$ cat config.mk
export PLATFORM = sky130hd
export DESIGN_NAME = uart_rx_fifo
export DESIGN_NICKNAME = d
export VERILOG_FILES = /design/src/rtl/uart_rx_fifo.sv
export SDC_FILE = /design/constraint.sdc
export NUM_CORES = 1
export LEC_CHECK = 0
export ABC_AREA = 1
export BUFFER_PORTS_ARGS = -buffer_cell sky130_fd_sc_hd__clkbuf_2
export CORE_MARGIN = 2
export CORE_UTILIZATION = 35
export DETAILED_ROUTE_END_ITERATION = 10
export SKIP_CTS_REPAIR_TIMING = 1
export SYNTH_ARGS = -nofsm -noshare
export SYNTH_HDL_FRONTEND = slang
export SYNTH_SLANG_ARGS = --single-unit
export TNS_END_PERCENT = 50
$ cat constraint.sdc
create_clock -name clk -period 2 [get_ports clk]
set_clock_uncertainty 0.15 [all_clocks]
set_input_delay 0.5 -clock clk [delete_from_list [all_inputs] [get_ports clk]]
set_output_delay 0.5 -clock clk [all_outputs]
set_load 0.02 [all_outputs]
$ cat src/rtl/uart_rx_fifo.sv
`timescale 1ns/1ps
// uart_rx_fifo
// -------------------------------------------------------------------------
// 8N1 serial receiver with a small show-ahead receive FIFO and sticky error
// flags. It sits between the asynchronous rxd pin and a bus register.
//
// Parameters
//   DIV    clock cycles per bit (>= 4)
//   DEPTH  FIFO entries (power of two, >= 2)
//
// Ports
//   clk          system clock, rising edge
//   resetb       asynchronous active-low reset
//   rxd          serial line, asynchronous, idle high
//   rd           one-cycle pop strobe
//   clrerr       clears ferr and ovr (a simultaneous set event wins)
//   dout         FIFO head byte, valid while rxrdy = 1
//   rxrdy        FIFO not empty
//   ferr         sticky framing error
//   ovr          sticky overrun
//   busy         receiver FSM is not idle
//   dbg_state_o  receiver FSM state encoding, for observation only
//
// Read handshake: rxrdy acts as "valid" and rd as "ready". A byte is popped
// only on a cycle with rd = 1 and rxrdy = 1; rd while rxrdy = 0 is ignored.
// dout and rxrdy reflect the pop on the following cycle.
// -------------------------------------------------------------------------
module uart_rx_fifo #(
    parameter int DIV   = 217,
    parameter int DEPTH = 4
) (
    input  logic       clk,
    input  logic       resetb,
    input  logic       rxd,
    input  logic       rd,
    input  logic       clrerr,
    output logic [7:0] dout,
    output logic       rxrdy,
    output logic       ferr,
    output logic       ovr,
    output logic       busy,
    output logic [2:0] dbg_state_o
);

    localparam int CW = $clog2(DIV);
    localparam int AW = (DEPTH > 1) ? $clog2(DEPTH) : 1;
    localparam int NW = AW + 1;

    localparam logic [CW-1:0] HALF_M1 = CW'(DIV / 2 - 1);
    localparam logic [CW-1:0] FULL_M1 = CW'(DIV - 1);
    localparam logic [NW-1:0] FULL_N  = NW'(DEPTH);

    typedef enum logic [2:0] {
        S_IDLE  = 3'd0,
        S_START = 3'd1,
        S_DATA  = 3'd2,
        S_STOP  = 3'd3,
        S_BRK   = 3'd4
    } state_e;

    // ---------------------------------------------------------------------
    // Input synchroniser (reset to the idle level so no false start)
    // ---------------------------------------------------------------------
    logic sync1_q;
    logic rxs_q;

    always_ff @(posedge clk or negedge resetb) begin
        if (!resetb) begin
            sync1_q <= 1'b1;
            rxs_q   <= 1'b1;
        end else begin
            sync1_q <= rxd;
            rxs_q   <= sync1_q;
        end
    end

    // ---------------------------------------------------------------------
    // Receiver FSM
    // ---------------------------------------------------------------------
    state_e        state_q, state_d;
    logic [CW-1:0] cnt_q, cnt_d;
    logic [2:0]    idx_q, idx_d;
    logic [7:0]    sh_q, sh_d;
    logic          push;
    logic          ferr_set;
    logic          expire;

    assign expire = (cnt_q == '0);

    always_ff @(posedge clk or negedge resetb) begin
        if (!resetb) begin
            state_q <= S_IDLE;
            cnt_q   <= '0;
            idx_q   <= '0;
            sh_q    <= '0;
        end else begin
            state_q <= state_d;
            cnt_q   <= cnt_d;
            idx_q   <= idx_d;
            sh_q    <= sh_d;
        end
    end

    always_comb begin
        state_d  = state_q;
        // Free-running down counter; parks at zero when nothing reloads it.
        cnt_d    = expire ? cnt_q : cnt_q - CW'(1);
        idx_d    = idx_q;
        sh_d     = sh_q;
        push     = 1'b0;
        ferr_set = 1'b0;

        unique case (state_q)
            S_IDLE: begin
                if (!rxs_q) begin
                    cnt_d   = HALF_M1;
                    state_d = S_START;
                end
            end
            S_START: begin
                if (expire) begin
                    if (!rxs_q) begin
                        cnt_d   = FULL_M1;
                        idx_d   = 3'd0;
                        state_d = S_DATA;
                    end else begin
                        // Line went back high before mid-start: a glitch.
                        state_d = S_IDLE;
                    end
                end
            end
            S_DATA: begin
                if (expire) begin
                    // LSB first: each new bit enters at the top.
                    sh_d  = {rxs_q, sh_q[7:1]};
                    cnt_d = FULL_M1;
                    idx_d = idx_q + 3'd1;
                    if (idx_q == 3'd7) begin
                        state_d = S_STOP;
                    end
                end
            end
            S_STOP: begin
                if (expire) begin
                    if (rxs_q) begin
                        // Re-arm at mid-stop so back-to-back frames work.
                        push    = 1'b1;
                        state_d = S_IDLE;
                    end else begin
                        ferr_set = 1'b1;
                        state_d  = S_BRK;
                    end
                end
            end
            S_BRK: begin
                // Hold here while the line stays low so a break is not
                // decoded as a string of 0x00 frames.
                if (rxs_q) begin
                    state_d = S_IDLE;
                end
            end
            default: begin
                state_d = S_IDLE;
            end
        endcase
    end

    assign busy        = (state_q != S_IDLE);
    assign dbg_state_o = state_q;

    // ---------------------------------------------------------------------
    // Show-ahead FIFO
    // ---------------------------------------------------------------------
    logic [7:0]    mem [DEPTH];
    logic [AW-1:0] wrptr_q, wrptr_d;
    logic [AW-1:0] rdptr_q, rdptr_d;
    logic [NW-1:0] count_q, count_d;
    logic          fifo_full;
    logic          pop;
    logic          wr_en;
    logic          ovr_set;

    assign fifo_full = (count_q == FULL_N);
    assign pop       = rd && (count_q != '0);
    // A push into a full FIFO is still accepted when a pop frees a slot in
    // the same cycle.
    assign wr_en     = push && (!fifo_full || pop);
    assign ovr_set   = push && fifo_full && !pop;

    always_comb begin
        wrptr_d = wr_en ? wrptr_q + AW'(1) : wrptr_q;
        rdptr_d = pop   ? rdptr_q + AW'(1) : rdptr_q;
        count_d = count_q;
        unique case ({wr_en, pop})
            2'b10:   count_d = count_q + NW'(1);
            2'b01:   count_d = count_q - NW'(1);
            default: count_d = count_q;
        endcase
    end

    always_ff @(posedge clk or negedge resetb) begin
        if (!resetb) begin
            wrptr_q <= '0;
            rdptr_q <= '0;
            count_q <= '0;
        end else begin
            wrptr_q <= wrptr_d;
            rdptr_q <= rdptr_d;
            count_q <= count_d;
        end
    end

    // Storage is intentionally not reset; dout is only meaningful with rxrdy.
    always_ff @(posedge clk) begin
        if (wr_en) begin
            mem[wrptr_q] <= sh_q;
        end
    end

    assign dout  = mem[rdptr_q];
    assign rxrdy = (count_q != '0);

    // ---------------------------------------------------------------------
    // Sticky error flags: set beats clear in the same cycle
    // ---------------------------------------------------------------------
    logic ferr_q, ferr_d;
    logic ovr_q, ovr_d;

    always_comb begin
        ferr_d = ferr_set ? 1'b1 : (clrerr ? 1'b0 : ferr_q);
        ovr_d  = ovr_set  ? 1'b1 : (clrerr ? 1'b0 : ovr_q);
    end

    always_ff @(posedge clk or negedge resetb) begin
        if (!resetb) begin
            ferr_q <= 1'b0;
            ovr_q  <= 1'b0;
        end else begin
            ferr_q <= ferr_d;
            ovr_q  <= ovr_d;
        end
    end

    assign ferr = ferr_q;
    assign ovr  = ovr_q;

endmodule
# ---- Word level (Yosys, flattened, before mapping)
# Memories as Yosys holds them, arrays and structs flattened.
# Index checks and enable logic that the tools add are counted.
dict set report word_totals {
  regBits 33
  ramBits 32
  inputBits 5
  output_inout_bits 15
  word_cells 82
  memories 1
}
# name words word_bits read_ports rd_clocked_by_memory_dff wr line_no
set mem_list {}
lappend mem_list {mem 4 8 1 0 1 174} ;# logic [7:0] mem [DEPTH];
dict set report classes {
  n_addsub 6
  eq_ne 15
  n_mux 31
  n_reduce_logical 18
}
# op count
set op_table {}
lappend op_table {{$mux W8} 5}
lappend op_table {{$mux W3} 10}
lappend op_table {{$pmux W8 S3} 1}
lappend op_table {{$pmux W3 S5} 1}
lappend op_table {{$ne A2 B2 Y1 const B} 7}
lappend op_table {{$pmux W3 S2} 2}
lappend op_table {{$mux W1} 11}
lappend op_table {{$eq A3 B3 Y1 const B} 3}
lappend op_table {{$logic_not A8 Y1} 1}
lappend op_table {{$reduce_bool A2 Y1} 4}
lappend op_table {{$sub A8 B1 Y8 const B} 1}
lappend op_table {{$add A3 B1 Y3 const B} 2}
lappend op_table {{$eq A3 B2 Y1 const B} 2}
lappend op_table {{$reduce_and A6 Y1} 1}
lappend op_table {{$reduce_bool A3 Y1} 2}
lappend op_table {{$add A2 B1 Y2 const B} 2}
lappend op_table {{$logic_and A1 B1 Y1} 4}
lappend op_table {{$reduce_and A4 Y1} 1}
lappend op_table {{$eq A3 B1 Y1 const B} 1}
lappend op_table {{$logic_not A3 Y1} 1}
lappend op_table {{$sub A3 B1 Y3 const B} 1}
lappend op_table {{$eq A2 B1 Y1 const B} 1}
lappend op_table {{$eq A2 B2 Y1 const B} 1}
lappend op_table {{$logic_not A1 Y1} 2}
lappend op_table {{other kinds (3)} 3}

# ---- Depth between registers and ports, before layout
# Gate-level depths: netlist of run 1.
dict set report depth {
  depth_word 6
  depth_mapped 12
  mapped_depth_nobuf 12
}

# ---- Worst setup path before layout of run 1
# No wires, ideal clock.
dict set report synth_timing {
  path_kind {register to register}
  start {register cnt_q[0]}
  end {memory mem[0][0], enable pin}
  setup_ns 0.371
  t_arrival_ns 1.611
  required_ns 1.479
  setup_slack_ns -0.131
  path_stages_with_launch 9
  path_buffers 0
  synth_period_minus_slack_ns 2.131
  path_cell_list {dfrtp_1 inv_1 ha_1 nand2_2 nor2_8 nand3_2 nor2_2 nand2_2 nor2_1}
}
dict set report synth_via {
  elab_chain_len 6
}
# item line_no
set synth_lines {}
lappend synth_lines {{from (decl)} 81} ;# logic [CW-1:0] cnt_q, cnt_d;
lappend synth_lines {{from (signal assigned)} 98} ;# cnt_q <= cnt_d;
lappend synth_lines {{$logic_not A8 Y1} 88} ;# assign expire = (cnt_q == '0);
lappend synth_lines {{$mux W1} 144} ;# if (expire) begin
lappend synth_lines {{$mux W1} 113} ;# unique case (state_q)
lappend synth_lines {{$logic_and A1 B1 Y1} 187} ;# assign wr_en = push && (!fifo_full || pop);
lappend synth_lines {{$mux W1} 215} ;# if (wr_en) begin
lappend synth_lines {{$mux W1 (implied by the code)} 216} ;# mem[wrptr_q] <= sh_q;
lappend synth_lines {{to (decl)} 174}
# No other way between the ends.

# ---- Worst setup path in the final report of run 1
dict set report layout_timing {
  start {register rdptr_q[0]}
  end {output dout[0]}
}
dict set report layout_via {
  elab_chain_len 1
}
# item line_no
set layout_lines {}
lappend layout_lines {{from (decl)} 176} ;# logic [AW-1:0] rdptr_q, rdptr_d;
lappend layout_lines {{from (signal assigned)} 208} ;# rdptr_q <= rdptr_d;
lappend layout_lines {{$mem_v2 Z4 W8} n/a}
lappend layout_lines {{to (decl)} 37} ;# output logic [7:0] dout,
# No other way between the ends.

==> results of run 1 <==
[Yosys cell counts (6+ instances only)]
cell	instances	area [sq um]
a21oi_1	9	45.0
inv_2	7	26.3
inv_1	32	120
dfrtp_1	31	776
nand2_2	6	37.5
o22ai_1	8	50.1
nand3_1	12	60.1
nand2_1	25	93.8
ha_1	8	100
nor2_1	40	150
edfxtp_1	32	961
o21ai_0	25	125
[kinds of logic (layout without fill, tap and decap cells)]
group | after synthesis | after routing | synth area share [%]
AND/OR/NAND/NOR | 101 | 101 | 17.6
flip-flops | 65 | 65 | 58.8
AO/OA/AOI/OAI | 58 | 58 | 11.5
buffers and inverters | 45 | 95 | 6.29
adder cells (fa/ha/maj) | 9 | 9 | 3.95
XOR/XNOR | 4 | 4 | 1.40
multiplexers | 1 | 1 | 0.493
[worst max path at each step]
stage	to	startpoint	depth (start not counted)	slack [ns]
after detailed placement	mem[2][5]	cnt_q[1]	9	-0.001
after CTS	dout[5]	rdptr_q[0]	4	-0.23
after floorplan	mem[0][0]	cnt_q[0]	8	-0.13
after global placement	mem[0][5]	cnt_q[1]	9	0.03
after global routing	dout[7]	rdptr_q[0]	5	-0.18
final	dout[0]	rdptr_q[0]	5	-0.11
[flip-flops by register name (all words and copies together), names as in the netlist]
| name | count |
|---|---|
| rxs_q | 1 |
| mem | 32 |
| idx_q | 3 |
| wrptr_q | 2 |
| cnt_q | 8 |
| sh_q | 8 |
| rdptr_q | 2 |
| ferr | 1 |
| sync1_q | 1 |
| dbg_state_o | 3 |
| ovr | 1 |
| count_q | 3 |
[through the flow]
stage	cells	TNS, ns
final	441	-0.720
after global routing	441	-1.31
after CTS	433	-1.83
after detailed placement	417	-0.00730
after global placement	417	0
after floorplan	283	-4.20
[area by class of cell]
| cell class | instances | share of cell area, % |
|---|---|---|
| clock buffer | 11 | 3.56 |
| clock inverter | 5 | 1.49 |
| inverter | 40 | 4.50 |
| multi-input combinational | 173 | 30.1 |
| sequential | 65 | 48.5 |
| tap | 108 | 3.66 |
| timing repair buffer | 37 | 7.79 |
| timing repair inverter | 2 | 0.406 |
[worst reg2reg max path, stage by stage (launching register included)]
cell	delay (ns)
dfrtp_1	0.39
inv_2	0.06
ha_4	0.16
nand3_1	0.12
nor2_2	0.06
nand3_2	0.09
nand2_4	0.06
fa_1	0.41
inv_1	0.10
nand4_1	0.09
nand3_1	0.08
nand2_1	0.05
inv_1	0.04
[layer usage]
metal / wire [microns] / track usage, %
met5: 0 / 0
met4: 117 / 5.45
met3: 210 / 4.32
met2: 2940 / 20.7
met1: 2660 / 16.0
[power by group through the flow]
stage,clock [mW],sequential [mW],combinational [mW]
3_5_place_dp,0,1.53,0.895
5_1_grt,1.15,1.54,1.27
3_3_place_gp,0,1.53,0.875
2_1_floorplan,0,1.50,0.669
4_1_cts,1.09,1.51,0.895
6_report,1.06,1.53,1.16
==> results.sh, run 1 <==
export IMPL_setup_viol=8
export IMPL_areaGrowthSynthToFinish_pct=21.4
export IMPL_avgSynthCellArea_sq_um=10.8
export IMPL_leakage_nw=1.64
export IMPL_arrival_ns=1.46
export IMPL_grt_max_degree=34
export IMPL_synth_edff_count=32
export IMPL_n_antenna_cell=0
export IMPL_rsz0062_at_grt="true"
export IMPL_drtIter0Drc=97
export IMPL_rows=34
export IMPL_synthArstFlopShare_pct=50.8
export IMPL_p_sw_mw=1.22
export IMPL_ys_warn_count=0
export IMPL_wl_per_cell_microns=13.4
export IMPL_end_kind="primary output"
export IMPL_place_hpwl_mm=4.19
export IMPL_start_util_pct=35.4
export IMPL_synth_seq_cells=65
export IMPL_crit_required_ns=1.35
export IMPL_yosysSeqAreaShare_pct=58.8
export IMPL_ff2ff_setup_slack_ns=0.07
export IMPL_max_cap_viol_count=0
export IMPL_final_cell_area_sq_um=3690
export IMPL_drive_gt1_share_pct=32.4
export IMPL_pwr_share_comb_pct=31.0
export IMPL_period_needed_ns=2.11
export IMPL_io_pins=20
export IMPL_regArea_sq_um=1790
export IMPL_clock_tree_root_cell="clkbuf_8"
export IMPL_htreeDepth=3
export IMPL_grt_pass1_vias=2058
export IMPL_vdd_drop_max_mv=0.668
export IMPL_outcome="finished, violations left"
export IMPL_clkLatencyLatePin_ns=0.33
export IMPL_vias=2082
export IMPL_finalMaxSlewViolations=0
export IMPL_setup_ws_ns=-0.112
export IMPL_clkPwrFrac_pct=28.1
export IMPL_gp_congestion=0.934
export IMPL_violations="negative setup slack"
export IMPL_p_sw_share_pct=32.5
export IMPL_layout_common_cells="edfxtp_1 (32), nor2_1 (30), dfrtp_1 (30)"
export IMPL_ys_types=38
export IMPL_finalPower_mw=3.75
export IMPL_n_fill_cell=810
export IMPL_hp_class="in -> async"
export IMPL_power_density_nw_per_um2=1020
export IMPL_internal_power_mw=2.53
export IMPL_clock_path_buffers=2
export IMPL_synthFlopType="edfxtp_1"
export IMPL_cp_top_family="flip-flops"
export IMPL_r2r_start="cnt_q[1]"
export IMPL_finish_utilization_pct=43.0
export IMPL_dieArea_sq_um=9460
export IMPL_crit_chain="buf_12, clkinvlp_4, nor2_1, o22ai_1, buf_4"
export IMPL_grt_pass1_wl_mm=9.63
export IMPL_dp_slack_ns=-0.000975
export IMPL_fin_nets=342
export IMPL_dpl_instance_area_sq_um=3340
export IMPL_slew_headroom_pct=72.0
export IMPL_routed_via_density=4.72
export IMPL_whs_ns=0.0338
export IMPL_criticalPathCategory="reg -> out"
export IMPL_io_buffer_count=19
export IMPL_grt_usage_pct=12.9
export IMPL_final_common_cell="edfxtp_1"
export IMPL_netlist_area_sq_um=3040
export IMPL_tightest_slew_ns=0.420
export IMPL_antenna_found_initial=0
export IMPL_syn_instance_count=283
export IMPL_cp_max_fo=8
export IMPL_critPathMaxStageDelay_ns=0.46
export IMPL_hold_viol=0
export IMPL_cts_tree="yes"
export IMPL_reg2reg_depth=12
export IMPL_seqPwrFrac_pct=40.9
export IMPL_synth_fp_nets=297
export IMPL_dr_pass1_iters=4
export IMPL_globalRouteOverflowTotal=0
export IMPL_critPathLaunchType="register"
export IMPL_routed_wl_mm=5.93
export IMPL_cts_sinks=65
export IMPL_drc=0
export IMPL_drtAntennaViolNets=0
export IMPL_dieHeight_microns=97.3
export IMPL_die_x_microns=97.3
export IMPL_max_freq_mhz=473
export IMPL_multi_input_area_sq_um=1110
export IMPL_r2r_end="count_q[2]"
export IMPL_critPathSlowestCell="dfrtp_2"
export IMPL_fin_crit_sh_pct=106
export IMPL_cts_buffers=9
export IMPL_core_sq_um=8590
export IMPL_cp_num_buf_inv=3
export IMPL_clk_pin_slew_worst_paths_ns=0.07
Note: power is estimated with default switching activity, not from simulation.
==> run 2: changes to the inputs <==
--- a/config.mk
+++ b/config.mk
@@ -7,9 +7,12 @@
 export LEC_CHECK = 0
 export ABC_AREA = 1
 export BUFFER_PORTS_ARGS = -buffer_cell sky130_fd_sc_hd__clkbuf_2
+export CELL_PAD_IN_SITES_DETAIL_PLACEMENT = 1
+export CELL_PAD_IN_SITES_GLOBAL_PLACEMENT = 1
 export CORE_MARGIN = 2
 export CORE_UTILIZATION = 35
 export DETAILED_ROUTE_END_ITERATION = 10
+export PLACE_DENSITY_LB_ADDON = 0.1
 export SKIP_CTS_REPAIR_TIMING = 1
 export SYNTH_ARGS = -nofsm -noshare
 export SYNTH_HDL_FRONTEND = slang
==> run 2 against run 1 <==
  * The flow still finishes with violations (negative setup slack)
  * Sequential power barely moved
  * Final cell count rose by 0.68%
  * Global-route usage rose by 2.0 points
  * Worst hold slack got worse by 0.010 ns
  * Register-to-register slack improved by 0.03 ns
  * Non-clock buffer count rose by 3
==> results.sh, run 2 (synthesis gave the netlist of run 1 again) <==
export IMPL_outcome="finished, violations left"
export IMPL_violations="negative setup slack"
export IMPL_io_pins=20
export IMPL_rsz0062_at_grt="true"
export IMPL_dieArea_sq_um=9460
export IMPL_criticalPathCategory="reg -> out"
export IMPL_antenna_found_initial=0
export IMPL_routed_via_density=4.82
export IMPL_clk_pin_slew_worst_paths_ns=0.08
export IMPL_cp_max_fo=8
export IMPL_startpoint="rdptr_q[0]"
export IMPL_critPathLaunchType="register"
export IMPL_areaGrowthSynthToFinish_pct=23.8
export IMPL_internal_power_mw=2.64
export IMPL_leakage_nw=1.68
export IMPL_hold_viol=0
export IMPL_drive_gt1_share_pct=33.3
export IMPL_die_x_microns=97.3
export IMPL_clock_path_buffers=2
export IMPL_pwr_share_comb_pct=29.3
export IMPL_max_cap_viol_count=0
export IMPL_place_hpwl_mm=4.80
export IMPL_rows=34
export IMPL_period_needed_ns=2.10
export IMPL_crit_chain="buf_12, clkinvlp_4, nor2_1, o22ai_1, buf_4"
export IMPL_r2r_end="cnt_q[0]"
export IMPL_wl_per_cell_microns=15.0
export IMPL_setup_viol=8
export IMPL_vdd_drop_max_mv=0.325
export IMPL_crit_path_end="dout[5]"
export IMPL_vias=2141
export IMPL_grt_pass1_wl_mm=10.9
export IMPL_reg_largest_list="mem (32), cnt_q (8), sh_q (8)"
export IMPL_grt_pass1_vias=2194
export IMPL_hp_class="in -> async"
export IMPL_final_common_cell="nor2_1"
export IMPL_gp_congestion=0.792
export IMPL_drtAntennaViolNets=0
export IMPL_regMostFlops="mem"
export IMPL_io_buffer_count=19
export IMPL_finalMaxSlewViolations=0
export IMPL_crit_required_ns=1.35
export IMPL_critPathMaxStageDelay_ns=0.43
export IMPL_grt_usage_pct=14.8
export IMPL_r2r_start="cnt_q[0]"
export IMPL_clkPwrFrac_pct=32.3
export IMPL_finish_utilization_pct=43.8
export IMPL_n_antenna_cell=0
export IMPL_setup_ws_ns=-0.104
export IMPL_power_density_nw_per_um2=1040
export IMPL_ff2ff_setup_slack_ns=0.10
export IMPL_drtIter0Drc=47
export IMPL_cts_buffers=9
export IMPL_start_util_pct=35.4
export IMPL_setup_tns_ns=-0.654
export IMPL_whs_ns=0.0238
export IMPL_dr_pass1_iters=4
export IMPL_grt_max_degree=34
export IMPL_cts_tree="yes"
export IMPL_max_freq_mhz=475
export IMPL_reg2reg_depth=9
export IMPL_cts_sinks=65
export IMPL_p_sw_mw=1.29
export IMPL_clock_tree_root_cell="clkbuf_8"
export IMPL_end_kind="primary output"
export IMPL_final_cell_area_sq_um=3770
export IMPL_p_sw_share_pct=32.7
export IMPL_fin_crit_sh_pct=105
export IMPL_globalRouteOverflowTotal=0
export IMPL_tightest_slew_ns=0.449
export IMPL_dieHeight_microns=97.3
export IMPL_layout_common_cells="nor2_1 (35), edfxtp_1 (32), dfrtp_1 (30)"
export IMPL_clkLatencyLatePin_ns=0.35
export IMPL_seqPwrFrac_pct=38.4
export IMPL_routed_wl_mm=6.68
export IMPL_drc=0
export IMPL_largest_reg_flops=32
export IMPL_fin_nets=345
export IMPL_arrival_ns=1.45
export IMPL_htreeDepth=3
export IMPL_dpl_instance_area_sq_um=3390
export IMPL_core_sq_um=8590
export IMPL_critPathSlowestCell="dfrtp_2"
export IMPL_dp_slack_ns=0.00201
export IMPL_slew_headroom_pct=70.1
run 2: changes by cell type in the layout (fill, tap and decap cells not counted), sizes merged:
cell | before | now
bufinv | 1 | 2
clkbuf | 21 | 19
buf | 27 | 30
clkinv | 3 | 4
run 2: power groups by stage:
stage	combinational [mW]	sequential, mW	clock (mW)
2_1_floorplan	0.669	1.50	0
3_5_place_dp	0.947	1.52	0
3_3_place_gp	0.917	1.52	0
4_1_cts	0.947	1.50	1.31
5_1_grt	1.27	1.52	1.36
6_report	1.15	1.51	1.27
run 2: worst min path at each step:
| stage | startpoint | endpoint | slack, ns | cells past startpoint |
|---|---|---|---|---|
| after floorplan | resetb | cnt_q[0] | 0.05 | 0 |
| after global placement | sync1_q | rxs_q | 0.20 | 0 |
| after detailed placement | sync1_q | rxs_q | 0.20 | 0 |
| after CTS | resetb | idx_q[2] | 0.02 | 2 |
| after global routing | resetb | idx_q[2] | 0.06 | 2 |
| final | resetb | idx_q[2] | 0.02 | 2 |
run 2: final cells by class:
cell class | count | area [sq um]
clock inverters | 7 | 103
flip-flops and latches | 65 | 1790
repair inverters | 2 | 15.0
clock buffers | 9 | 124
inverters | 40 | 166
fillers | 971 | 4830
well taps | 108 | 135
repair buffers | 40 | 307
multi-input cells | 173 | 1130
run 2: layer usage:
metal | vias to the layer above | share of wire (%) | track usage, %
li1 | 1055 | - | -
met1 | 1053 | 47 | 18.9
met4 | 0 | 1.4 | 5.88
met5 | - | 0 | 0
met3 | 8 | 2.8 | 3.88
met2 | 25 | 48 | 24.2
run 2: stage by stage:
step	std cells	power (mW)
3_5_place_dp	424	2.47
6_report	444	3.93
2_1_floorplan	283	2.17
3_3_place_gp	424	2.44
4_1_cts	440	3.76
5_1_grt	444	4.14
run 2: worst max-delay path, delay by kind of cell (launching register included):
| kind | cells | cell delay (ns) |
|---|---|---|
| buffers and inverters | 3 | 0.44 |
| flip-flops | 1 | 0.43 |
| AO/OA/AOI/OAI | 1 | 0.16 |
| AND/OR/NAND/NOR | 1 | 0.06 |
